==> src/rtl/ddr2_cmd_sched_pkg.sv <==
// ddr2_sched_pkg: shared types and constants for the DDR2 open-page command
// scheduler. It holds the timing parameters in controller clock cycles, the
// request address field layout, the {ras_n,cas_n,we_n} command encodings,
// the packed command-bus struct and the FSM state enum.
package ddr2_sched_pkg;

  // Timing, in controller clock cycles.
  localparam int T_RCD  = 4;
  localparam int T_RP   = 4;
  localparam int T_RAS  = 12;
  localparam int T_RFC  = 51;
  localparam int T_REFI = 1560;

  // Request address layout: {rank[27], bank[26:24], row[23:10], col[9:0]}.
  localparam int ADDR_W    = 28;
  localparam int ROW_W     = 14;
  localparam int COL_W     = 10;
  localparam int BANK_W    = 3;
  localparam int IDX_W     = 4;
  localparam int NUM_BANKS = 16;
  localparam int COL_LSB   = 0;
  localparam int ROW_LSB   = 10;
  localparam int BANK_LSB  = 24;
  localparam int RANK_BIT  = 27;

  typedef logic [IDX_W-1:0] bank_idx_t;   // {rank, bank}
  typedef logic [ROW_W-1:0] row_t;

  // {ras_n, cas_n, we_n}
  typedef logic [2:0] cmd_t;
  localparam cmd_t CMD_NOP = 3'b111;
  localparam cmd_t CMD_ACT = 3'b011;
  localparam cmd_t CMD_RD  = 3'b101;
  localparam cmd_t CMD_WR  = 3'b100;
  localparam cmd_t CMD_PRE = 3'b010;
  localparam cmd_t CMD_REF = 3'b001;

  typedef struct packed {
    logic [1:0]        cs_n;
    cmd_t              cmd;
    logic [BANK_W-1:0] ba;
    logic [ROW_W-1:0]  addr;
  } cmd_bus_t;

  localparam cmd_bus_t BUS_DESELECT = {2'b11, CMD_NOP, 3'b000, 14'h0000};
  // PRE-ALL has A10 set and selects both ranks.
  localparam cmd_bus_t BUS_PREALL   = {2'b00, CMD_PRE, 3'b000, 14'h0400};
  localparam cmd_bus_t BUS_REF      = {2'b00, CMD_REF, 3'b000, 14'h0000};

  typedef enum logic [3:0] {
    IDLE, PRE_WAIT_RAS, PRE, TRP_WAIT, ACT, TRCD_WAIT, RW,
    REF_PREALL, REF_TRP, REF, REF_TRFC
  } state_e;

endpackage

==> src/rtl/ddr2_cmd_sched_if.sv <==
// ddr2_cmd_sched_if: request handshake between the controller front end
// (master) and the command scheduler (slave).
//   req_valid  request present
//   req_ready  request accepted when valid & ready
//   req_we     1 = write, 0 = read
//   req_addr   {rank, bank, row, col}
interface ddr2_cmd_sched_if;
  logic                              req_valid;
  logic                              req_ready;
  logic                              req_we;
  logic [ddr2_sched_pkg::ADDR_W-1:0] req_addr;

  modport master (output req_valid, output req_we, output req_addr, input req_ready);
  modport slave  (input req_valid, input req_we, input req_addr, output req_ready);
endinterface

==> src/rtl/ddr2_bank_tracker.sv <==
// ddr2_bank_tracker: open-row table and tRAS down-counters for all 16
// rank x bank pairs.
//   lookup_idx_i/lookup_row_i -> hit_o, closed_o, conflict_o, ras_ok_o
//   open_i(open_idx_i, open_row_i)  mark bank open, restart its tRAS counter
//   close_i(close_idx_i)            mark one bank closed
//   close_all_i                     mark every bank closed
//   all_ras_ok_o                    every tRAS counter has expired
module ddr2_bank_tracker
  import ddr2_sched_pkg::*;
(
  input  logic      clk,
  input  logic      rst,
  input  bank_idx_t lookup_idx_i,
  input  row_t      lookup_row_i,
  output logic      hit_o,
  output logic      closed_o,
  output logic      conflict_o,
  output logic      ras_ok_o,
  input  logic      open_i,
  input  bank_idx_t open_idx_i,
  input  row_t      open_row_i,
  input  logic      close_i,
  input  bank_idx_t close_idx_i,
  input  logic      close_all_i,
  output logic      all_ras_ok_o
);
  localparam int RAS_W = $clog2(T_RAS);

  logic [NUM_BANKS-1:0] open_vec;
  logic [NUM_BANKS-1:0] ras_zero;
  row_t                 row_arr [NUM_BANKS];

  for (genvar gi = 0; gi < NUM_BANKS; gi++) begin : g_bank
    logic             open_q;
    row_t             row_q;
    logic [RAS_W-1:0] ras_q;

    // open_i is strobed during the ACT cycle itself, so the counter is
    // loaded one short: it reads zero T_RAS-1 cycles after ACT and the
    // earliest PRE lands exactly T_RAS cycles after ACT.
    always_ff @(posedge clk) begin
      if (rst) begin
        open_q <= 1'b0;
        row_q  <= '0;
        ras_q  <= '0;
      end else if (open_i && open_idx_i == bank_idx_t'(gi)) begin
        open_q <= 1'b1;
        row_q  <= open_row_i;
        ras_q  <= RAS_W'(T_RAS - 2);
      end else begin
        if (close_all_i || (close_i && close_idx_i == bank_idx_t'(gi))) begin
          open_q <= 1'b0;
        end
        if (ras_q != '0) begin
          ras_q <= ras_q - 1'b1;
        end
      end
    end

    assign open_vec[gi] = open_q;
    assign row_arr[gi]  = row_q;
    assign ras_zero[gi] = (ras_q == '0);
  end

  assign closed_o     = ~open_vec[lookup_idx_i];
  assign hit_o        = open_vec[lookup_idx_i] & (row_arr[lookup_idx_i] == lookup_row_i);
  assign conflict_o   = open_vec[lookup_idx_i] & (row_arr[lookup_idx_i] != lookup_row_i);
  assign ras_ok_o     = ras_zero[lookup_idx_i];
  assign all_ras_ok_o = &ras_zero;
endmodule

==> src/rtl/ddr2_cmd_sched.sv <==
// ddr2_cmd_sched: open-page DDR2 command scheduler. Accepts one read/write
// request at a time, issues PRE/ACT/RD/WR with tRP/tRCD/tRAS honoured, and
// inserts a PRE-ALL + REF sequence every T_REFI cycles.
//   clk, rst        controller clock, synchronous active-high reset
//   init_done       external init finished; scheduler inert while low
//   req             request handshake (slave side)
//   cs_n, ras_n, cas_n, we_n, ba, addr   registered SODIMM command pins
//   issue_valid/issue_we  pulse with each RD/WR and its direction
//   ref_busy        high from PRE-ALL through the end of tRFC
module ddr2_cmd_sched
  import ddr2_sched_pkg::*;
(
  input  logic                clk,
  input  logic                rst,
  input  logic                init_done,
  ddr2_cmd_sched_if.slave     req,
  output logic [1:0]          cs_n,
  output logic                ras_n,
  output logic                cas_n,
  output logic                we_n,
  output logic [BANK_W-1:0]   ba,
  output logic [ROW_W-1:0]    addr,
  output logic                issue_valid,
  output logic                issue_we,
  output logic                ref_busy
);
  localparam int WAIT_W = $clog2(T_RFC);
  localparam int REFI_W = $clog2(T_REFI);

  state_e              state_q;
  logic [ADDR_W-1:0]   req_addr_q;
  logic                req_we_q;
  logic [WAIT_W-1:0]   wait_q;
  logic [REFI_W-1:0]   ref_timer_q;
  logic                ref_pend_q;
  cmd_bus_t            bus_q;
  logic                issue_valid_q;
  logic                issue_we_q;
  logic                ref_busy_q;

  logic [ADDR_W-1:0]   cur_addr;
  logic                cur_we;
  bank_idx_t           cur_idx;
  row_t                cur_row;
  logic [1:0]          cur_cs_n;
  cmd_bus_t            act_bus, pre_bus, rw_bus;
  logic                lk_hit, lk_closed, lk_conflict, lk_ras_ok, all_ras_ok;
  logic                accept;

  // In IDLE the request is classified straight off the interface so a hit
  // can issue on the very next cycle; afterwards the captured copy is used.
  assign cur_addr = (state_q == IDLE) ? req.req_addr : req_addr_q;
  assign cur_we   = (state_q == IDLE) ? req.req_we   : req_we_q;
  assign cur_idx  = {cur_addr[RANK_BIT], cur_addr[BANK_LSB +: BANK_W]};
  assign cur_row  = cur_addr[ROW_LSB +: ROW_W];
  assign cur_cs_n = cur_addr[RANK_BIT] ? 2'b01 : 2'b10;

  assign act_bus = {cur_cs_n, CMD_ACT, cur_addr[BANK_LSB +: BANK_W], cur_row};
  assign pre_bus = {cur_cs_n, CMD_PRE, cur_addr[BANK_LSB +: BANK_W], 14'h0000};
  assign rw_bus  = {cur_cs_n, (cur_we ? CMD_WR : CMD_RD), cur_addr[BANK_LSB +: BANK_W],
                    4'b0000, cur_addr[COL_LSB +: COL_W]};

  assign req.req_ready = (state_q == IDLE) & init_done & ~ref_pend_q;
  assign accept        = req.req_valid & req.req_ready;

  // Table updates follow the registered state, i.e. they take effect at the
  // end of the cycle in which the command is on the pins.
  ddr2_bank_tracker u_tracker (
    .clk          (clk),
    .rst          (rst),
    .lookup_idx_i (cur_idx),
    .lookup_row_i (cur_row),
    .hit_o        (lk_hit),
    .closed_o     (lk_closed),
    .conflict_o   (lk_conflict),
    .ras_ok_o     (lk_ras_ok),
    .open_i       (state_q == ACT),
    .open_idx_i   (cur_idx),
    .open_row_i   (cur_row),
    .close_i      (state_q == PRE),
    .close_idx_i  (cur_idx),
    .close_all_i  (state_q == REF_PREALL),
    .all_ras_ok_o (all_ras_ok)
  );

  always_ff @(posedge clk) begin
    if (rst) begin
      state_q       <= IDLE;
      req_addr_q    <= '0;
      req_we_q      <= 1'b0;
      wait_q        <= '0;
      ref_timer_q   <= '0;
      ref_pend_q    <= 1'b0;
      bus_q         <= BUS_DESELECT;
      issue_valid_q <= 1'b0;
      issue_we_q    <= 1'b0;
      ref_busy_q    <= 1'b0;
    end else begin
      bus_q         <= BUS_DESELECT;
      issue_valid_q <= 1'b0;
      issue_we_q    <= 1'b0;

      if (!init_done) begin
        ref_timer_q <= '0;
      end else if (ref_timer_q == REFI_W'(T_REFI - 1)) begin
        ref_timer_q <= '0;
        ref_pend_q  <= 1'b1;
      end else begin
        ref_timer_q <= ref_timer_q + 1'b1;
      end

      case (state_q)
        IDLE: begin
          if (init_done && ref_pend_q) begin
            if (all_ras_ok) begin
              state_q    <= REF_PREALL;
              bus_q      <= BUS_PREALL;
              ref_busy_q <= 1'b1;
            end
          end else if (accept) begin
            req_addr_q <= req.req_addr;
            req_we_q   <= req.req_we;
            if (lk_hit) begin
              state_q       <= RW;
              bus_q         <= rw_bus;
              issue_valid_q <= 1'b1;
              issue_we_q    <= cur_we;
            end else if (lk_closed) begin
              state_q <= ACT;
              bus_q   <= act_bus;
            end else if (lk_conflict && !lk_ras_ok) begin
              state_q <= PRE_WAIT_RAS;
            end else begin
              state_q <= PRE;
              bus_q   <= pre_bus;
            end
          end
        end
        PRE_WAIT_RAS: begin
          if (lk_ras_ok) begin
            state_q <= PRE;
            bus_q   <= pre_bus;
          end
        end
        PRE: begin
          state_q <= TRP_WAIT;
          wait_q  <= WAIT_W'(T_RP - 2);
        end
        TRP_WAIT: begin
          if (wait_q == '0) begin
            state_q <= ACT;
            bus_q   <= act_bus;
          end else begin
            wait_q <= wait_q - 1'b1;
          end
        end
        ACT: begin
          state_q <= TRCD_WAIT;
          wait_q  <= WAIT_W'(T_RCD - 2);
        end
        TRCD_WAIT: begin
          if (wait_q == '0) begin
            state_q       <= RW;
            bus_q         <= rw_bus;
            issue_valid_q <= 1'b1;
            issue_we_q    <= cur_we;
          end else begin
            wait_q <= wait_q - 1'b1;
          end
        end
        RW: begin
          state_q <= IDLE;
        end
        REF_PREALL: begin
          state_q <= REF_TRP;
          wait_q  <= WAIT_W'(T_RP - 2);
        end
        REF_TRP: begin
          if (wait_q == '0) begin
            state_q    <= REF;
            bus_q      <= BUS_REF;
            ref_pend_q <= 1'b0;
          end else begin
            wait_q <= wait_q - 1'b1;
          end
        end
        REF: begin
          state_q <= REF_TRFC;
          wait_q  <= WAIT_W'(T_RFC - 2);
        end
        REF_TRFC: begin
          if (wait_q == '0) begin
            state_q    <= IDLE;
            ref_busy_q <= 1'b0;
          end else begin
            wait_q <= wait_q - 1'b1;
          end
        end
        default: state_q <= IDLE;
      endcase
    end
  end

  assign {cs_n, ras_n, cas_n, we_n, ba, addr} = bus_q;
  assign issue_valid = issue_valid_q;
  assign issue_we    = issue_we_q;
  assign ref_busy    = ref_busy_q;
endmodule

==> src/flat_wrapper.sv <==
// flat-port wrapper written by rule: the top's interface ports become plain ports
module ddr2_cmd_sched_flat import ddr2_sched_pkg::*;
  (clk, rst, init_done, cs_n, ras_n, cas_n, we_n, ba, addr, issue_valid, issue_we, ref_busy, req_req_valid, req_req_we, req_req_addr, req_req_ready);
  ddr2_cmd_sched_if req_i ();
  input  logic clk;
  input  logic rst;
  input  logic init_done;
  output logic [1:0] cs_n;
  output logic ras_n;
  output logic cas_n;
  output logic we_n;
  output logic [BANK_W-1:0] ba;
  output logic [ROW_W-1:0] addr;
  output logic issue_valid;
  output logic issue_we;
  output logic ref_busy;
  input wire logic [$bits(req_i.req_valid)-1:0] req_req_valid;
  input wire logic [$bits(req_i.req_we)-1:0] req_req_we;
  input wire logic [$bits(req_i.req_addr)-1:0] req_req_addr;
  output wire logic [$bits(req_i.req_ready)-1:0] req_req_ready;
  assign req_i.req_valid = req_req_valid;
  assign req_i.req_we = req_req_we;
  assign req_i.req_addr = req_req_addr;
  assign req_req_ready = req_i.req_ready;
  ddr2_cmd_sched u_core (.clk(clk), .rst(rst), .init_done(init_done), .req(req_i), .cs_n(cs_n), .ras_n(ras_n), .cas_n(cas_n), .we_n(we_n), .ba(ba), .addr(addr), .issue_valid(issue_valid), .issue_we(issue_we), .ref_busy(ref_busy));
endmodule
==> config.mk <==
export PLATFORM = sky130hd
export DESIGN_NAME = ddr2_cmd_sched_flat
export DESIGN_NICKNAME = d
export VERILOG_FILES = /design/src/rtl/ddr2_cmd_sched_pkg.sv /design/src/rtl/ddr2_cmd_sched_if.sv /design/src/rtl/ddr2_bank_tracker.sv /design/src/rtl/ddr2_cmd_sched.sv /design/src/flat_wrapper.sv
export SDC_FILE = /design/constraint.sdc
export NUM_CORES = 1
export LEC_CHECK = 0
export CAP_MARGIN = 20
export CORE_UTILIZATION = 51
export CTS_CLUSTER_SIZE = 30
export DETAILED_ROUTE_END_ITERATION = 12
export PLACE_DENSITY = 0.68
export SYNTH_ARGS = -nofsm -noshare
export SYNTH_HDL_FRONTEND = slang
export SYNTH_SLANG_ARGS = --single-unit
==> constraint.sdc <==
create_clock -name clk -period 4.2 [get_ports clk]
set_input_delay 1.26 -clock clk [delete_from_list [all_inputs] [get_ports clk]]
set_output_delay 1.26 -clock clk [all_outputs]
set_load 0.05 [all_outputs]
==> key figures <==
Die
  – Ports: between 50 and 60
  – Die height: between 150 and 200 µm
  – Row cnt: 66
  – Die width: 185.7 µm
  – Core Footprint: 0.03287 mm²
  – Die area: 0.03447 mm²
  – Initial Util: 52.34%

Routing
  – DRT iter0 DRCs: 1631
  – Total wire length: 53240 µm
  – ANT nets after route: 0
  – Residual DRC: 0
  – TritonRoute pass-1 iters: 6
  – Vias per cell: 5.967
  – Drt wl/cell: 19.96 µm
  – Via count: 15919

Yosys
  – Mapped Nets: 2132
  – Post-Syn Area: 0.01720 mm²
  – Area share of the largest cell type after synthesis: 44.22%
  – Most used flip-flop cell after synthesis: dfxtp_1
  – Syn. warnings: 0
  – Seq cells post-synth: 380
  – Most common cell in the netlist: dfxtp_1
  – Largest area contributor in the netlist: dfxtp_1
  – Post-synth EDFFs: 0
  – Synth Instances: 2097
  – Synth top area cells: dfxtp_1 44%, a211oi_1 12%, nor2_1 8.2%, nand2_1 5.8%, mux2i_1 3.5%
  – Sequential share of the synthesized area: between 40% and 50%
  – Synth cell count leaders: 380 x dfxtp_1, 376 x nor2_1, 265 x nand2_1
  – Synth unique cells: 74
  – Async SR Flop Fraction: 0%
  – Syn avg cell area: 8.204 µm²

STA
  – Tmin final: between 4 and 5 ns
  – Worst slew pin tran: 0.8867 ns
  – Period utilization: 95.32%
  – RSZ-0062 raised after global routing: no
  – Hold Fails Final Rpt: 0
  – Worst Clk Skew: roughly 0.026 ns
  – Hold Slack: 0.4530 ns
  – Pins over their slew limit: 0
  – Max transition margin: 40.89%
  – Setup TNS Final: 0 ns
  – Finish-stage setup viols: 0
  – Slack of the critical path: roughly 0.20 ns
  – Max Fclk: 249.8 MHz

Critical path
  – Reg-to-reg setup timing slack: just under 0.2 ns
  – Crit path DAT: 4.50 ns
  – Critical Setup Path Class: in2reg
  – Cell chain of the critical path: dlygate4sd2_1 > mux2_4 > nor2_1 > buf_4 > a32oi_1 > and3_1 > or4_4 > nor4_4 > o2111ai_4 > nor4_4 > buf_4 > o21ai_4 > clkbuf_16 > o22ai_2
  – Crit-path max FO: 6
  – CP Capture Type: register
  – CP max stage delay: 0.52 ns
  – CP required: 4.69 ns
  – Worst setup SP type: primary input
  – Slowest stage cell, crit path: or4_4

CTS
  – H-tree levels: 2
  – Clock sink count: between 300 and 400
  – Num CTS Buffers: 41
  – Hold_buf cts: 0
  – Clock buffer depth: 3
  – Root buffer cell: clkbuf_16
  – CTS tree: done
  – Worst-Skew Late Latency: 0.57 ns
  – CTS clk-pin slew, worst paths: 0.06 ns

Final layout
  – Diodes inserted: 0
  – Non-Filler Instances: 2668
  – P&R area growth vs syn: 20.26%
  – Final instance area: 0.02069 mm²
  – Fraction of layout cells with a size suffix above 1: ~15%
  – Final #Nets: 2231
  – Fillers: 2891
  – Finished Core Util: 62.95%

Placed design
  – Placed wire-length estimate: approximately 35000 µm
  – Pre-CTS setup slack: -0.7022 ns
  – Placed cells: 2589
  – GPL Wtd Cong: 0.9151
  – Port buffer count: 58
  – DP Area: 0.01919 mm²

Run status
  – Outcome: finished, final reports clean

GRT
  – Number of global-route vias before repair: 14765
  – First-pass GRT wire length: 82320 µm
  – Largest net degree at the start of global routing: 85
  – GRT Util Overall: approximately 31%
  – GRT overflow: 0
  – Initial antenna violation count: 0

Power
  – Leakage: 7.171 nW
  – Worst vdd ir: around 0.58 mV
  – Pwr dens: 730.7 mW/mm²
  – Total power: 15.12 mW

Min path
  – Min-Delay Path Class: reg2reg

Job
  – MaxCap Viol Count: 0
cells in the final DEF, fill, tap and decap left out, types with 5 or more instances in the layout:
cell type          n
dfxtp_1          380
nor2_1           360
nand2_1          264
a211oi_1         263
buf_4            155
a21oi_1           94
nand3_1           59
clkdlybuf4s50_1   53
mux2i_1           45
clkbuf_16         43
o21ai_0           41
nor4_1            30
a31oi_1           29
nor3_1            28
xor2_1            26
nand2b_1          24
a32oi_1           20
or3_1             19
buf_12            19
nor2_2            18
mux2i_2           18
and3_1            17
inv_1             15
a22oi_1           14
a2111oi_0         13
nor2b_1           10
clkinv_2          10
and2_1             9
o22ai_2            8
clkbuf_1           8
or4b_2             7
nand4_1            6
a311oi_1           6
xnor2_1            6
clkbuf_8           6
a221oi_1           5
o22ai_1            5
final timing paths:
check / from / endpoint / depth (start not counted)
max: req_req_addr[24] / u_core.addr[6] / 14
min: u_core.req_addr_q[1] / u_core.req_addr_q[1] / 2
max reg2reg: u_core.state_q[0] / u_core.addr[6] / 15
min reg2reg: u_core.req_addr_q[1] / u_core.req_addr_q[1] / 2
final cells by class:
cell class | count | area [µm²] | area share [%]
clock inverter | 18 | 151.4 | 0.7318
clock buffer | 55 | 1139 | 5.503
multi-input combinational | 1521 | 8979 | 43.40
inverter | 17 | 63.81 | 0.3084
sequential | 380 | 7607 | 36.77
timing repair buffer | 235 | 2196 | 10.61
tap | 442 | 553.0 | 2.673
cells by family (layout without fill, tap and decap cells):
logic type / Yosys count / in the layout / share of synthesized area [%]
AOI/OAI and AO/OA: 538 / 538 / 22.18
xor gates and xnor gates: 32 / 32 / 1.629
adders and majority gates: 2 / 2 / 0.1454
buffers and inverters: 196 / 325 / 4.844
DFF: 380 / 380 / 44.22
muxes: 73 / 73 / 4.589
and+or+nand+nor: 876 / 876 / 22.39
flip-flops by register name (all words and copies together), names as in the netlist, 2 cells and up:
signal                          count
u_core.u_tracker.g_bank.ras_q      64
u_core.state_q                      4
u_core.u_tracker.g_bank.open_q     16
u_core.ref_timer_q                 11
u_core.u_tracker.g_bank.row_q     224
u_core.cs_n                         2
u_core.req_addr_q                  28
u_core.addr                        14
u_core.ba                           3
u_core.wait_q                       6
metal layers:
layer | vias up | global-route usage (%) | part of all wire [%]
met5 | - | 0 | 0
met1 | 7481 | 42.07 | 44
li1 | 7725 | - | -
met3 | 119 | 5.185 | 7.5
met4 | 0 | 11.41 | 3.2
met2 | 594 | 49.41 | 45
where the power goes:
group          switching (mW)  internal, mW
Combinational            4.60          2.88
Sequential              0.250          3.92
Clock                    1.50          1.98
worst max-delay path: cells and delay by family:
family	cells	cell delay, ns
and+or+nand+nor	5	1.46
muxes	1	0.34
buffers and inverters	4	0.91
AOI/OAI and AO/OA	4	0.52
what timing repair did:
action | CTS | global route
gates cloned | 0 | 2
resized for setup | 6 | 19
pin swaps | 0 | 12
setup endpoints to repair | 19 | 23
setup buffers | 0 | 4
Power figures use the tool's default switching activity.
==> RTL change: new RTL, config.mk and constraints unchanged <==
Compare `ref_timer_q` against `REFI_W'(T_REFI - 1)` with >= in place of ==.
--- a/src/rtl/ddr2_cmd_sched.sv
+++ b/src/rtl/ddr2_cmd_sched.sv
@@ -102,7 +102,7 @@
 
       if (!init_done) begin
         ref_timer_q <= '0;
-      end else if (ref_timer_q == REFI_W'(T_REFI - 1)) begin
+      end else if (ref_timer_q >= REFI_W'(T_REFI - 1)) begin
         ref_timer_q <= '0;
         ref_pend_q  <= 1'b1;
       end else begin
Check against the original RTL: same outputs for any inputs over 4 cycles, from zero or initial values and one cycle with rst high; that may be too few to reach the edited logic, so the function may still have changed.
==> RTL change against the unedited design <==
Combinational power fell by 8.0%. Utilization fell by 0.32 points. Non-clock buffer count rose by 4. Wire length rose by 3.9%. Final cell count rose by 0.26%. Power fell by 2.1%. Cell area rose by 2.3%. Area after synthesis rose by 2.4%. Sequential cell count did not move. Fmax fell by 2.5%. Worst setup slack got worse by 0.10 ns. Worst hold slack got worse by 0.012 ns. Highest routed layer unchanged.
==> RTL change: results (changes against the unedited design) <==
status completed (unchanged); synth top area cells dfxtp_1 43%, a211oi_1 12%, nor2_1 8.1% (was dfxtp_1 44%, a211oi_1 12%, nor2_1 8.2%); area share of fa/ha/maj cells after synthesis 0.00142 (was 0.00145); area of placed instances 0.0196 mm2 (was 0.0192 mm2); GR Util met2 0.477 (was 0.494); P_clk 0.00379 W (was 0.00347 W); Cells after Synth 2104 (was 2097); CP Launch Point req_req_addr[27] (was req_req_addr[24]); Crit path largest cell delay 0.48 ns (was 0.52 ns); DR pass1 iterations 5 (was 6); Fill cells 2893 (was 2891); RD Place Congestion 0.934 (was 0.915); switch share 0.396 (was 0.420); Arrival @ worst endpoint 4.54 ns (was 4.50 ns); Compound-Gate Fraction of Synth Area 0.238 (was 0.222); met1 Use GR 0.429 (was 0.421); crit-path max FO 8 (was 6); later-pin clock latency in the skew report 0.55 ns (was 0.57 ns); Max IR drop VDD 0.398 mV (was 0.575 mV); first-pass GRT wire length 86.6 mm (was 82.3 mm); post-synthesis mux area share 0.0676 (was 0.0459); M3 GR Usage 0.0502 (was 0.0518); CP max-delay cell clkdlybuf4s50_1 (was or4_4); drt via density 6.17 (was 5.97); hold path depth 1 (was 2); CTS Buf Count 40 (was 41); hold endpoint u_core.ref_timer_q[0]$_SDFF_PP0_ (was u_core.req_addr_q[1]$_SDFFE_PP0P_); leak pwr 7.35 nW (was 7.17 nW); Post-synth top cells 380 x dfxtp_1, 379 x nor2_1, 276 x a211oi_1 (was 380 x dfxtp_1, 376 x nor2_1, 265 x nand2_1); largest net degree at the start of global routing 141 (was 85); WL per Instance 20.7 um (was 20.0 um); fin util 0.626 (was 0.629); Layout Cells excl Fill 2675 (was 2668); library cells used by synthesis 78 (was 74); sequential-to-total area share from yosys stat 0.432 (was 0.442); crit share post-route 0.978 (was 0.953); vias in the first global route 15.4k (was 14.8k); dpl ws -0.601 ns (was -0.702 ns); Post-DP HPWL 37.1 mm (was 35.2 mm); Layout Skew 0.0219 ns (was 0.0259 ns); layout cell share with drive strength beyond 1 0.152 (was 0.149); met3 WL 4.56 mm (was 3.98 mm); placed cells 2596 (was 2589); met2 wire length 24.6 mm (was 24.1 mm); GRT Total Usage 0.307 (was 0.310); delay-heaviest family, CP compound AO/OA/AOI/OAI gates (was simple AND/OR/NAND/NOR gates); xor and xnor area share after synthesis 0.0169 (was 0.0163)
RTL change: changes by cell type after synthesis, sizes merged, moves of 8 or more:
cell    change
a211oi     +13
a22oi      -10
clkbuf      +8
inv        +25
mux2i      +39
nand2      -75
nand2b     -12
nand3      -25
nor3        +8
o211ai     +18
o21a        +9
RTL change: final cells by class:
cell class                 count  area share
clock buffer                  59      0.0578
timing repair buffer         239       0.102
clock inverter                14     0.00982
multi-input combinational   1494       0.437
tap                          448      0.0265
inverter                      41     0.00727
sequential                   380       0.360
RTL change: cell families after synthesis:
family	count (synthesis)
and+or+nand+nor	765
buffers and inverters	230
muxes	117
AOI/OAI and AO/OA	576
xor gates and xnor gates	34
adders and majority gates	2
DFF	380
RTL change: repair_timing:
action                     CTS  global route
setup endpoints to repair    3            22
hold buffers                 0             0
gates resized for setup      0            13
pin swaps                    1             8
buffers inserted             1             5
hold endpoints to repair     0             0
